### src/rtl/aibnd_clkgate_pkg.sv
// aibnd_clkgate_pkg: shared state encoding and parameter defaults for the clock-gate controller
package aibnd_clkgate_pkg;
   localparam int CNT_W_DEF     = 4;
   localparam int DRAIN_CYC_DEF = 4;
   localparam int WAKE_CYC_DEF  = 2;
   localparam logic [1:0] ST_RUN   = 2'd0;
   localparam logic [1:0] ST_DRAIN = 2'd1;
   localparam logic [1:0] ST_GATED = 2'd2;
   localparam logic [1:0] ST_WAKE  = 2'd3;
endpackage

### src/rtl/aibnd_clkgate_ctl.sv
// aibnd_clkgate_ctl: drain/gate/wake sequencer producing a registered enable for an aibnd_nor2 clock gate
module aibnd_clkgate_ctl
   import aibnd_clkgate_pkg::*;
#(
   parameter int DRAIN_CYC = DRAIN_CYC_DEF,
   parameter int WAKE_CYC  = WAKE_CYC_DEF,
   parameter int CNT_W     = CNT_W_DEF
) (
   input  logic clk,
   input  logic rst,
   input  logic gate_req,
   input  logic busy,
   input  logic vccl_aibnd,
   input  logic vssl_aibnd,
   output logic en,
   output logic gate_ack
);
   localparam logic [CNT_W-1:0] DRAIN_N = CNT_W'(DRAIN_CYC);
   localparam logic [CNT_W-1:0] WAKE_N  = CNT_W'(WAKE_CYC);
   logic [1:0] state_q, state_d;
   logic [CNT_W-1:0] cnt_q, cnt_d, cnt_inc;
   logic en_q, en_d, ack_q, ack_d;
   logic unused_pwr;
   assign unused_pwr = vccl_aibnd ^ vssl_aibnd;
   always_comb begin
      cnt_inc = &cnt_q ? cnt_q : cnt_q + 1'b1;
      state_d = state_q;
      cnt_d   = cnt_q;
      case (state_q)
         ST_RUN: if (gate_req) begin
            state_d = ST_DRAIN;
            cnt_d   = '0;
         end
         ST_DRAIN: begin
            // abort outranks the final drain count
            if (!gate_req) state_d = ST_RUN;
            else if (busy) cnt_d = '0;
            else if (cnt_inc == DRAIN_N) state_d = ST_GATED;
            else cnt_d = cnt_inc;
         end
         ST_GATED: if (!gate_req) begin
            state_d = ST_WAKE;
            cnt_d   = '0;
         end
         default: begin
            if (cnt_inc == WAKE_N) state_d = ST_RUN;
            else cnt_d = cnt_inc;
         end
      endcase
      en_d  = state_d == ST_GATED;
      ack_d = en_d | (state_d == ST_WAKE);
   end
   // outputs come straight from rising-edge flops so en never moves while clk is low
   always_ff @(posedge clk) begin
      if (rst) begin
         state_q <= ST_RUN;
         cnt_q   <= '0;
         en_q    <= 1'b0;
         ack_q   <= 1'b0;
      end else begin
         state_q <= state_d;
         cnt_q   <= cnt_d;
         en_q    <= en_d;
         ack_q   <= ack_d;
      end
   end
   assign en       = en_q;
   assign gate_ack = ack_q;
endmodule
### config.mk
export PLATFORM = sky130hd
export DESIGN_NAME = aibnd_clkgate_ctl
export DESIGN_NICKNAME = d
export VERILOG_FILES = /design/src/rtl/aibnd_clkgate_pkg.sv /design/src/rtl/aibnd_clkgate_ctl.sv
export SDC_FILE = /design/constraint.sdc
export NUM_CORES = 1
export LEC_CHECK = 0
export CORE_AREA = 2 2 39 41
export DETAILED_ROUTE_END_ITERATION = 10
export DIE_AREA = 0 0 41 43
export MAX_ROUTING_LAYER = met4
export PLACE_DENSITY = 0.64
export REMOVE_ABC_BUFFERS = 1
export SLEW_MARGIN = 10
export SYNTH_ARGS = -nofsm -noshare
export SYNTH_HDL_FRONTEND = slang
export SYNTH_SLANG_ARGS = --single-unit
### constraint.sdc
create_clock -name clk -period 5.45 [get_ports clk]
set_clock_uncertainty 0.15 [all_clocks]
set_input_delay 0.545 -clock clk [delete_from_list [all_inputs] [get_ports clk]]
set_output_delay 0.545 -clock clk [all_outputs]
set_load 0.005 [all_outputs]
# Yosys cells after proc, flatten, opt, wreduce, memory -nomap -nowiden

Index checks and enable logic that the tools add are counted.

Bits in registers: 8
Input port bits: 6
Logic and storage cells: 35

Add/subtract/negate cells: 1
Equal/unequal tests: 11
Muxes and demuxes: 15
Bitwise gates (word level): 1
Reductions and logical operators: 3

Operators with widths:

| cell                  | number |
|---|---|
| $mux W4               | 7 |
| $mux W2               | 6 |
| $pmux W4 S3           | 1 |
| $eq A2 B2 Y1 const B  | 3 |
| $ne A2 B2 Y1 const B  | 3 |
| $pmux W2 S3           | 1 |
| $reduce_and A5 Y1     | 1 |
| $add A4 B1 Y4 const B | 1 |
| $eq A4 B2 Y1 const B  | 1 |
| $eq A4 B3 Y1 const B  | 1 |
| $ne A4 B1 Y1 const B  | 1 |
| $reduce_and A4 Y1     | 1 |
| $ne A3 B3 Y1 const B  | 1 |
| $eq A2 B1 Y1 const B  | 1 |
| $logic_not A2 Y1      | 1 |
| $or A1 B1 Y1          | 1 |

# Longest topological paths before layout

Gate-level depths: netlist of run 1.

Word-level depth: 9
Mapped depth: 7

# Worst setup path after synthesis of run 1

No wires, ideal clock.

Kind: register to register
Start point: reg cnt_q[0]
End point: reg cnt_q[0]
Library setup time: 0.117 ns
Data arrival time: 1.845 ns
Data required time: 5.183 ns
Setup slack: 3.337 ns
Stages on the path, launching flop included: 7
Path buffers: 0
Clock period less this slack: 2.113 ns
Cell sequence: dfxtp_1 ha_1 or4b_1 a31oi_2 nor3b_2 or2_4 a32o_1

Cells in the longest elaborated chain, start to end: 6
Elaborated cells between the ends (all ways): 13

RTL lines:

| element                                                   | RTL line                | RTL |
|---|---|---|
| start: declaration                                        | aibnd_clkgate_ctl.sv:21 | `logic [CNT_W-1:0] cnt_q, cnt_d, cnt_inc;` |
| start signal: assignment                                  | aibnd_clkgate_ctl.sv:62 | `cnt_q <= cnt_d;` |
| $add A4 B1 Y4 / $reduce_and A4 Y1 (equally long branches) | aibnd_clkgate_ctl.sv:26 | `cnt_inc = &cnt_q ? cnt_q : cnt_q + 1'b1;` |
| $mux W4 *                                                 | aibnd_clkgate_ctl.sv:26 |  |
| branches (longest 4 deep; another with $reduce_and A5 Y1) | -                       |  |

Mark *: on every way between the ends. The select of a mux whose other input is x is not followed.
A chain may end at the register's enable or synchronous reset.

# Final worst setup path of run 1

Start point: reg cnt_q[0]
End point: reg cnt_q[1]

Same word-level chain as after synthesis.

==> results.sh, run 1 <==
export IMPL_cts_tree="built"
export IMPL_ff2ff_path_depth=6
export IMPL_io_pins=8
export IMPL_yosys_warnings=0
export IMPL_cpPeakStageDelay_ns=0.44
export IMPL_drc=0
export IMPL_maxCapViolCount=0
export IMPL_synthToLayoutAreaGrowth_pct=16.6
export IMPL_post_dp_hpwl_um=700
export IMPL_worst_path_buf_inv=0
export IMPL_synth_fa_ha_area_share_pct=5.12
export IMPL_drt_first_pass_iters=3
export IMPL_grtUsageMet3_pct=9.42
export IMPL_synth_cells=53
export IMPL_most_common_layout_cells="8 x dfxtp_1, 5 x inv_1, 5 x clkdlybuf4s50_1"
export IMPL_holdWs_ns=0.421
export IMPL_status="finished, final reports clean"
export IMPL_die_width_um=41
export IMPL_via_count=420
export IMPL_cp_top_family="simple AND/OR/NAND/NOR gates"
export IMPL_hold_buffers=0
export IMPL_htreeDepth=1
export IMPL_fp_dieArea_um2=1760
export IMPL_yosysUniqueCellTypes=28
export IMPL_use_met1_pct=14.5
export IMPL_ys_ff_latch=8
export IMPL_stdcell_count=75
export IMPL_path_cells="ha_1, or3b_1, a31oi_2, nor3b_2, or2_4, a32o_1"
export IMPL_diodes=0
export IMPL_cts_sink_count=8
export IMPL_cp_end_kind="flop"
export IMPL_required_ns=5.44
export IMPL_setup_viol=0
export IMPL_clk_latency_ns=0.25
export IMPL_synth_mux_area_share_pct=2.05
export IMPL_synth_top_cell_area_share_pct=32.7
export IMPL_cp_start_kind="flop"
export IMPL_slew_limit_headroom_pct=70.6
export IMPL_synth_xor_area_share_pct=0
export IMPL_synth_compound_area_share_pct=29.2
export IMPL_grtUsageTotal_pct=14.3
export IMPL_grt_max_degree=11
export IMPL_cp_endpoint="cnt_q[1]$_SDFFE_PP0P_"
export IMPL_cts_resized=0
export IMPL_rr_startpoint="cnt_q[0]$_SDFFE_PP0P_"
export IMPL_cp_max_fo=9
export IMPL_vias_per_cell=5.60
export IMPL_finalSetupTns_ns=0
export IMPL_post_cts_buffers=0
export IMPL_peakVddDrop_v=0.000116
export IMPL_synthSimpleGateAreaFrac_pct=24.8
export IMPL_maxSlewViolCount=0
export IMPL_cp_depth=6
export IMPL_slowest_stage="dfxtp_1"
export IMPL_seq_area_frac_synth_pct=32.7
export IMPL_routedWlPerCell_um=12.6
export IMPL_grt_pass1_wl_um=1570
export IMPL_worst_slew_pin_slew_ns=0.437
export IMPL_path_clk_slew_ns=0.05
export IMPL_grt_overflow=0
export IMPL_hold_viol=0
export IMPL_numCtsBuffers=3
export IMPL_worstSetupStartpoint="cnt_q[0]$_SDFFE_PP0P_"
export IMPL_finalPower_mw=0.114
export IMPL_fillCellCount=147
export IMPL_top_usage_layer="met2"
export IMPL_drt_iter0_drc=5
export IMPL_yosys_area_top_type="dfxtp_1"
export IMPL_power_per_cell_area_nw_per_um2=200
export IMPL_critPathKind="reg -> reg"
export IMPL_clock_path_buffers=2
export IMPL_p_leak_nw=0.175
export IMPL_die_h_um=43
export IMPL_synth_cell_area_um2=489
export IMPL_grt_pass1_vias=382
export IMPL_gp_congestion=0.773
export IMPL_num_rows=14
export IMPL_met2_usage_pct=20.9
export IMPL_dp_cells=72
export IMPL_synth_top_family_by_area="compound AO/OA/AOI/OAI gates"
export IMPL_final_common_cell="dfxtp_1"
export IMPL_hp_class="reg -> reg"
export IMPL_syn_area_per_cell_um2=9.23
export IMPL_core_um2=1380
export IMPL_drt_wl_total_um=945
export IMPL_period_share_pct=41.7
export IMPL_cts_root_buf="clkbuf_4"
export IMPL_regToRegEndpoint="cnt_q[1]$_SDFFE_PP0P_"
export IMPL_layout_min_cycle_time_ns=2.27
export IMPL_start_util_pct=35.4
export IMPL_final_net_count=69
export IMPL_clock_fmax_mhz=440
export IMPL_drive_gt1_share_pct=16.9
export IMPL_rsz0062_at_grt="false"
export IMPL_io_buffers=5
export IMPL_synth_area_leaders="dfxtp_1 33%, a221oi_2 6.1%, ha_1 5.1%"
export IMPL_crit_arrival_ns=2.27
export IMPL_postRouteAntennaNets=0
export IMPL_antenna_found_initial=0
export IMPL_r2r_slack_ns=3.18
## flip-flops by register name (all words and copies together), names as in the netlist
name,cells
cnt_q,4
state_q,2
en,1
gate_ack,1
## tightest hold or removal path, cell delays in order (launching register included)
cell,delay [ns]
dfxtp_1,0.34
inv_1,0.11
a221oi_2,0.07
## stage by stage
step | cell area [um^2] | util [%] | worst slack, ns
after floorplan | 478 | - | 3.34
after global placement | 548 | 39.6 | 3.16
after detailed placement | 548 | 39.6 | 3.16
after CTS | 571 | 41.2 | 3.17
after global routing | 571 | 41.2 | 3.05
final | 571 | 41.2 | 3.18
## area by class of cell
type / count / area (um^2) / share of cell area, %
inverter: 5 / 18.8 / 3.29
clock buffer: 3 / 22.5 / 3.95
tap: 16 / 20.0 / 3.51
sequential: 8 / 160 / 28.1
multi-input combinational: 38 / 299 / 52.4
timing repair buffer: 5 / 50.0 / 8.77
## per-layer routing
metal  up-vias  routed length [um]
met4         0                  10
met1       196                 438
met5         -                   0
li1        215                   -
met2         7                 439
met3         2                  55
## how the worst min path moves through the flow
stage | slack, ns | cells after the start | endpoint | from
final | 0.42 | 2 | cnt_q[3]$_SDFFE_PP0P_ | cnt_q[3]$_SDFFE_PP0P_
after detailed placement | 0.42 | 2 | cnt_q[3]$_SDFFE_PP0P_ | cnt_q[3]$_SDFFE_PP0P_
after global routing | 0.46 | 2 | cnt_q[3]$_SDFFE_PP0P_ | cnt_q[3]$_SDFFE_PP0P_
after floorplan | 0.36 | 2 | cnt_q[3]$_SDFFE_PP0P_ | cnt_q[3]$_SDFFE_PP0P_
after CTS | 0.43 | 2 | cnt_q[3]$_SDFFE_PP0P_ | cnt_q[3]$_SDFFE_PP0P_
after global placement | 0.41 | 2 | cnt_q[3]$_SDFFE_PP0P_ | cnt_q[3]$_SDFFE_PP0P_
## synth_stat cells (all sizes together)
cell / n
nor2b: 3
a32o: 2
ha: 2
o21bai: 1
mux2i: 1
nand3b: 1
nand2: 2
a31oi: 3
nand3: 1
or2: 1
a31o: 2
dfxtp: 8
buf: 2
nor2: 3
o21ai: 4
o22ai: 1
or3b: 1
a221oi: 2
o2111ai: 1
a22oi: 1
inv: 5
or4b: 1
or3: 1
nor3b: 2
nand4b: 2
## where the power goes
part | internal [mW] | switching, mW | leakage (nW)
clock network | 0.0252 | 0.0201 | 0.0138
logic | 0.00462 | 0.00451 | 0.0968
registers | 0.0592 | 0.000764 | 0.0647
total | 0.0890 | 0.0254 | 0.175
## cells by family (layout without fill, tap and decap cells)
kind of cell	after synthesis	count (layout)
buf+inv	7	13
fa+ha+maj	2	2
compound gates	17	17
mux	1	1
simple gates	18	18
flops	8	8
(Power assumes the default switching activity.)
==> run 2: changes to the inputs <==
Settings changed: PLACE_DENSITY 0.64 to 0.66.
Clock period 5.45 ns to 1.9 ns, I/O delays scaled along.
==> run 2 against run 1 <==
- sequential power grew to 2.9 times the previous value
- largest cell class unchanged
- first-iteration DRC count is 60% higher
- the flow now finishes with violations (negative setup slack)
- global-route usage is 1.6 points higher
- highest routed layer unchanged
==> results.sh, run 2 (same netlist as run 1, synthesis figures left out) <==
export IMPL_status="complete, but fails checks"
export IMPL_failed_checks="negative setup slack"
export IMPL_cp_start_kind="flop"
export IMPL_hold_viol=0
export IMPL_fillCellCount=129
export IMPL_clk_latency_ns=0.25
export IMPL_r2r_slack_ns=-0.1
export IMPL_diodes=0
export IMPL_io_pins=8
export IMPL_setup_slack_ns=-0.0991
export IMPL_path_cells="ha_4, or4b_4, a31oi_4, nor3b_2, or2_4, a32o_1"
export IMPL_postRouteAntennaNets=0
export IMPL_rsz0062_at_grt="true"
export IMPL_routedWlPerCell_um=13.6
export IMPL_via_count=479
export IMPL_largest_reg_flops=4
export IMPL_reg_top3="cnt_q: 4 flops, state_q: 2 flops"
export IMPL_grt_pass1_wl_um=1840
export IMPL_cp_top_family="simple AND/OR/NAND/NOR gates"
export IMPL_cp_end_kind="flop"
export IMPL_peakVddDrop_v=0.000322
export IMPL_num_rows=14
export IMPL_grt_max_degree=11
export IMPL_drt_first_pass_iters=4
export IMPL_drt_iter0_drc=8
export IMPL_dp_slack_ns=-0.156
export IMPL_final_area_um2=726
export IMPL_grtUsageTotal_pct=15.9
export IMPL_grt_pass1_vias=459
export IMPL_numCtsBuffers=3
export IMPL_core_um2=1380
export IMPL_grt_overflow=0
export IMPL_power_per_cell_area_nw_per_um2=460
export IMPL_worst_slew_pin_slew_ns=0.503
export IMPL_layout_min_cycle_time_ns=2.00
export IMPL_setup_viol=5
export IMPL_drc=0
export IMPL_htreeDepth=1
export IMPL_slowest_stage="or4b_4"
export IMPL_period_share_pct=105
export IMPL_clock_fmax_mhz=500
export IMPL_gp_congestion=0.833
export IMPL_hold_buffers=0
export IMPL_fin_util_pct=52.4
export IMPL_most_common_layout_cells="10 x buf_4, 6 x dfxtp_1, 5 x inv_1, 5 x clkdlybuf4s50_1, 4 x o21ai_0"
export IMPL_maxSlewViolCount=0
export IMPL_clock_path_buffers=2
export IMPL_antenna_found_initial=0
export IMPL_critPathKind="reg -> reg"
export IMPL_vias_per_cell=5.51
export IMPL_final_common_cell="buf_4"
export IMPL_cts_root_buf="clkbuf_4"
export IMPL_synthToLayoutAreaGrowth_pct=48.3
export IMPL_die_width_um=41
export IMPL_p_leak_nw=0.243
export IMPL_fp_dieArea_um2=1760
export IMPL_cts_tree="built"
export IMPL_crit_arrival_ns=1.99
export IMPL_cts_sink_count=8
export IMPL_holdWs_ns=0.471
export IMPL_start_util_pct=35.4
export IMPL_slew_limit_headroom_pct=66.1
export IMPL_post_dp_hpwl_um=793
export IMPL_hp_class="in -> reg"
export IMPL_required_ns=1.89
export IMPL_cpPeakStageDelay_ns=0.50
export IMPL_dpl_cell_area_um2=631
export IMPL_die_h_um=43
export IMPL_io_buffers=5
export IMPL_drive_gt1_share_pct=42.3
export IMPL_final_net_count=81
export IMPL_cp_max_fo=5
export IMPL_maxCapViolCount=0
export IMPL_largest_register="cnt_q"
export IMPL_drt_wl_total_um=1180
export IMPL_worst_path_buf_inv=0
export IMPL_path_clk_slew_ns=0.05
-- run 2: worst paths after layout --
kind	start	to	depth (start not counted)
hold / removal	gate_req	en$_SDFF_PP0_	2
setup / recovery	cnt_q[0]$_SDFFE_PP0P_	cnt_q[0]$_SDFFE_PP0P_	6
hold reg to reg	state_q[1]$_SDFF_PP0_	en$_SDFF_PP0_	2
setup reg to reg	cnt_q[0]$_SDFFE_PP0P_	cnt_q[0]$_SDFFE_PP0P_	6
-- run 2: layout make-up --
cell class              count  area, um^2  share of cell area (%)
flip-flops and latches      8         163                    22.4
inverters                   5        18.8                    2.59
well taps                  16        20.0                    2.76
repair buffers             17         148                    20.3
multi-input cells          38         354                    48.8
clock buffers               3        22.5                    3.10
-- run 2: report_power, final --
part / switching, mW / leakage [nW] / internal (mW)
registers: 0.00206 / 0.0657 / 0.170
clock network: 0.0571 / 0.0138 / 0.0722
logic: 0.0157 / 0.163 / 0.0168
-- run 2: through the flow --
stage / std cells / TNS [ns] / power (mW)
floorplan: 51 / -0.923 / 0.188
global placement: 83 / -0.695 / 0.203
detailed placement: 83 / -0.693 / 0.204
CTS: 87 / -0.556 / 0.333
global route: 87 / -0.750 / 0.349
finish: 87 / -0.392 / 0.334
-- run 2: per-layer routing --
metal,up-vias,routed length (um),track usage (%)
li1,238,-,-
met5,-,0,-
met1,224,457,17.3
met3,2,73,7.85
met2,15,635,25.0
met4,0,14,4.00
-- run 2: repair_timing --
item | CTS | global route
pin swaps | 2 | 3
endpoints found under the hold margin | 0 | 0
gates resized for setup | 5 | 7
setup buffers | 1 | 0
setup endpoints to repair | 5 | 7
